`src/rtl/rand_shuffle_sched.sv`:
```
// Fisher-Yates permutation generator: fills a local index table, then draws
// swap partners from the LFSR word by rejection sampling and streams indices out.
module rand_shuffle_sched #(
   parameter int unsigned IDX_W = 4,
   parameter int unsigned RND_W = 16
) (
   input  logic             clk,
   input  logic             rst,
   input  logic             start,
   input  logic [IDX_W:0]   count,
   input  logic [RND_W-1:0] rnd_in,
   output logic             rnd_en,
   output logic             out_valid,
   input  logic             out_ready,
   output logic [IDX_W-1:0] out_idx,
   output logic             out_last,
   output logic             busy,
   output logic             done,
   output logic             err
);
   localparam int unsigned DEPTH = 2 ** IDX_W;
   localparam int unsigned CNT_W = IDX_W + 1;

   typedef enum logic [2:0] {IDLE, INIT, DRAW, SWAP, EMIT, LOAD0} state_t;

   state_t           state, state_d;
   logic [IDX_W-1:0] tbl [DEPTH];
   logic [IDX_W-1:0] nm1_q, k_q, i_q, j_q;
   logic [IDX_W-1:0] mask_c, j_c;
   logic             cnt_ok_c, start_ok_c, start_bad_c, accept_c, hs_c;
   logic             unused_rnd_c;

   assign unused_rnd_c = ^rnd_in[RND_W-1:IDX_W];

   // Smallest all-ones mask covering i, so rejection sampling stays unbiased
   always_comb begin
      mask_c = '0;
      for (int unsigned b = 0; b < IDX_W; b++) mask_c = mask_c | (i_q >> b);
   end

   assign j_c         = rnd_in[IDX_W-1:0] & mask_c;
   assign accept_c    = (j_c <= i_q);
   assign cnt_ok_c    = (count != '0) && (count <= CNT_W'(DEPTH));
   assign start_ok_c  = (state == IDLE) && start && cnt_ok_c;
   assign start_bad_c = (state == IDLE) && start && !cnt_ok_c;
   assign hs_c        = (state == EMIT) && out_ready;

   always_comb begin
      state_d = state;
      case (state)
         IDLE:    if (start_ok_c) state_d = INIT;
         INIT:    if (k_q == nm1_q) state_d = (nm1_q == '0) ? LOAD0 : DRAW;
         DRAW:    if (accept_c) state_d = SWAP;
         SWAP:    state_d = EMIT;
         EMIT: begin
            if (hs_c) begin
               if (i_q == '0)                state_d = IDLE;
               else if (i_q == IDX_W'(1))    state_d = LOAD0;
               else                          state_d = DRAW;
            end
         end
         LOAD0:   state_d = EMIT;
         default: state_d = IDLE;
      endcase
   end

   always_ff @(posedge clk or posedge rst) begin
      if (rst) begin
         state     <= IDLE;
         rnd_en    <= 1'b0;
         out_valid <= 1'b0;
         out_last  <= 1'b0;
         out_idx   <= '0;
         busy      <= 1'b0;
         done      <= 1'b0;
         err       <= 1'b0;
         nm1_q     <= '0;
         k_q       <= '0;
         i_q       <= '0;
         j_q       <= '0;
      end else begin
         state     <= state_d;
         rnd_en    <= (state_d == DRAW);
         out_valid <= (state_d == EMIT);
         busy      <= (state_d != IDLE);
         done      <= hs_c && (i_q == '0);
         err       <= start_bad_c;
         case (state)
            IDLE: begin
               if (start_ok_c) begin
                  nm1_q <= IDX_W'(count - CNT_W'(1));
                  k_q   <= '0;
               end
            end
            INIT: begin
               k_q <= k_q + IDX_W'(1);
               if (k_q == nm1_q) i_q <= nm1_q;
            end
            DRAW: if (accept_c) j_q <= j_c;
            SWAP: begin
               out_idx  <= tbl[j_q];
               out_last <= 1'b0;
            end
            EMIT: begin
               if (hs_c) begin
                  out_last <= 1'b0;
                  if (i_q != '0) i_q <= i_q - IDX_W'(1);
               end
            end
            LOAD0: begin
               out_idx  <= tbl[0];
               out_last <= 1'b1;
            end
            default: ;
         endcase
      end
   end

   // Index table is scratch storage; contents are rebuilt on every start
   always_ff @(posedge clk) begin
      if (state == INIT) begin
         tbl[k_q] <= k_q;
      end else if (state == SWAP) begin
         tbl[i_q] <= tbl[j_q];
         tbl[j_q] <= tbl[i_q];
      end
   end

endmodule
```
`config.mk`:
```
export PLATFORM = sky130hd
export DESIGN_NAME = rand_shuffle_sched
export DESIGN_NICKNAME = d
export VERILOG_FILES = /design/src/rtl/rand_shuffle_sched.sv
export SDC_FILE = /design/constraint.sdc
export NUM_CORES = 1
export LEC_CHECK = 0
export CORE_ASPECT_RATIO = 0.7
export CORE_UTILIZATION = 35
export DETAILED_ROUTE_END_ITERATION = 10
export MAX_ROUTING_LAYER = met4
export PLACE_DENSITY = 0.57
export SLEW_MARGIN = 10
export SYNTH_ARGS = -nofsm -noshare
export SYNTH_HDL_FRONTEND = slang
export SYNTH_SLANG_ARGS = --single-unit
```
`constraint.sdc`:
```
create_clock -name clk -period 4.9 [get_ports clk]
set_input_delay 0.98 -clock clk [delete_from_list [all_inputs] [get_ports clk]]
set_output_delay 0.98 -clock clk [all_outputs]
set_load 0.02 [all_outputs]
```
==> flow_summary.yaml <==
setup_path:
  critPathMaxFanout: 20
  cp-startpoint: "i_q[1]$_DFFE_PP0P_"
  r2r-start: "i_q[1]$_DFFE_PP0P_"
  cp.required_ns: 5.14
  crit_type: "reg2reg"
  worstSetupEndpointType: "flip-flop"
  crit_arrival_ns: 3.46
  cp-start-kind: "flip-flop"
sta:
  final_hold_viol_count: 0
  rsz0062_at_grt: "false"
  slew_viol_final: 0
  slew_headroom: 0.307
  setup_viol: 0
  period_share: 0.656
  period_needed_ns: 3.21
  setup-tns-final_ns: 0
  max_clock_freq_mhz: 311
  tightestPinTransition_ns: 1.03
  finClkSkew_ns: 0.00937
logic_synthesis:
  synth_area_leader_cell: "edfxtp_1"
  synthFlopType: "edfxtp_1"
  yosysWarnings: 0
  synth_top_area_frac: 0.340
  synth.area.top_cells: "edfxtp_1, mux2i_1, dfrtp_1"
  synth_area_mm2: 0.00565
  synth-seq-cells: 93
  synthCells: 480
  synth_nets: 513
  async_flop_share: 0.312
  synth_most_common_cell: "mux2i_1"
  synth_edf_count: 64
  ys_seq_area_frac: 0.469
  synth_common_cells: "mux2i_1, edfxtp_1, nand2_1"
  synth.avg_cell_area_um2: 11.8
  synth_cell_type_count: 50
clock_network:
  clockBufferDepth: 2
  worstSkewPairLatency_ns: 0.36
  clock-sinks: 93
  cts_buffers: 9
  hold_buffers: 0
  cts_tree: "done"
  cts-root-buf: "clkbuf_16"
  cts_resized: 0
  cts_setup_buffers: 0
  htreeDepth: 3
  clk_pin_slew_ns: 0.07
global_routing:
  grt_use_met1: 0.300
  grt_pass1_vias: 4012
  grt_pass1_wl_um: 24500
  top_usage_layer: "met1"
  grtUsageTotal: 0.209
  grt_max_degree: 37
  overflow: 0
  antenna_found_initial: 0
  grtUsageMet3: 0.0533
  grtUsageMet2: 0.287
placement:
  dp_hpwl_um: 11900
  gp_congestion: 0.905
  io_buffers: 22
pwr:
  pwr_density_cell_mw_per_mm2: 652
  power_w: 0.00408
  peakVddDrop_mv: 0.295
  p_leak_nw: 2.36
worst_hold_path:
  min_path_type: "reg2reg"
  min-delay-start: "out_idx[0]$_DFFE_PP0P_"
detailed_routing:
  ant_nets: 0
  drc: 0
  detail_route.vias_per_cell: 5.99
  drt_iter0_drc: 432
  wl_um: 16100
  vias: 4131
  routedWlPerCell_um: 23.4
  dr.pass1.iters: 5
status:
  status: "complete, no violations"
finish:
  nets: 518
  fillerInstances: 1440
  n_antenna_cell: 0
  drive_gt1_frac: 0.106
  area_growth_pct: 10.8
flow_run:
  max-cap-violations: 0
floorplan:
  rows: 38
  die_area_mm2: 0.0167
  dieWidth_um: 154
  die_y_um: 108
  initial_core_util: 0.361
  coreArea_mm2: 0.0156
  ios: 35
layer usage:
| layer | routed length [um] | up-vias |
|---|---|---|
| met5 | 0 | - |
| met4 | 227 | 0 |
| met3 | 1440 | 19 |
| met2 | 6890 | 175 |
| met1 | 7580 | 2097 |
| li1 | - | 1840 |
registers in the layout, summed over array words and instances (netlist names):
name,flops
nm1_q,4
out_idx,4
tbl,64
out_last,1
rnd_en,1
busy,1
j_q,4
i_q,4
k_q,4
err,1
out_valid,1
done,1
state,3
worst max-delay path, stage by stage (launching register included):
cell,delay [ns]
dfrtp_1,0.99
inv_1,0.37
a21boi_0,0.38
ha_1,0.31
nor2b_1,0.13
o21ai_0,0.13
a21oi_1,0.13
nor2_1,0.28
mux2_2,0.38
cell usage in the layout (no fill, tap or decap), types with 4 or more instances in the layout:
cell type / instances
a21oi_1: 8
a22oi_1: 21
and3_1: 10
buf_4: 6
clkbuf_16: 9
clkdlybuf4s50_1: 22
clkinvlp_4: 4
dfrtp_1: 29
edfxtp_1: 64
ha_1: 8
inv_1: 11
mux2i_1: 97
mux4_2: 18
nand2_1: 32
nand2b_1: 6
nand3_1: 11
nand4_1: 5
nor2_1: 29
nor2b_1: 9
nor3_1: 5
o21ai_0: 28
o22ai_1: 6
xnor2_1: 7
where the power goes:
group          internal [W]  switching [W]  total, W  leakage (nW)
clock              0.000349       0.000316  0.000665         0.125
sequential          0.00112       0.000289   0.00141         0.956
combinational      0.000760        0.00125   0.00201          1.28
total               0.00223        0.00185   0.00408          2.36
cells by family after synthesis:
logic type               synth area share
adder cells (fa/ha/maj)            0.0177
multiplexers                        0.250
flip-flops                          0.469
AO/OA/AOI/OAI                       0.103
buffers and inverters              0.0407
AND/OR/NAND/NOR                     0.108
XOR/XNOR                           0.0124
cell type report:
type                    instances  area (um2)  area share
clock buffers                   9         225      0.0360
clock inverters                 7        56.3     0.00899
inverters                      12        45.0     0.00719
flip-flops and latches         93        2650       0.423
repair buffers                 28         265      0.0424
well taps                     200         250      0.0400
multi-input cells             341        2770       0.443
per-stage QoR:
stage / std cells / area (um2) / hold WS [ns] / setup slack [ns] / util
after floorplan: 480 / 5650 / 0.494 / 2.42 / -
after global placement: 674 / 5980 / 0.488 / 1.71 / 0.382
after detailed placement: 674 / 5980 / 0.495 / 1.67 / 0.382
after CTS: 690 / 6260 / 0.518 / 1.68 / 0.400
after global routing: 690 / 6260 / 0.527 / 1.46 / 0.400
final: 690 / 6260 / 0.520 / 1.69 / 0.400
final timing paths:
path                                                to  slack, ns  cells after the start
worst max-delay path                j_q[1]$_DFFE_PP0P_       1.69                      8
worst min-delay path            out_idx[0]$_DFFE_PP0P_       0.52                      2
worst max register to register      j_q[1]$_DFFE_PP0P_       1.69                      8
worst min register to register  out_idx[0]$_DFFE_PP0P_       0.52                      2
max in group asynchronous           k_q[1]$_DFFE_PP0P_       3.37                      2
min in group asynchronous               done$_DFF_PP0_       1.05                      2
No activity file was read; power rests on OpenSTA's default activity.
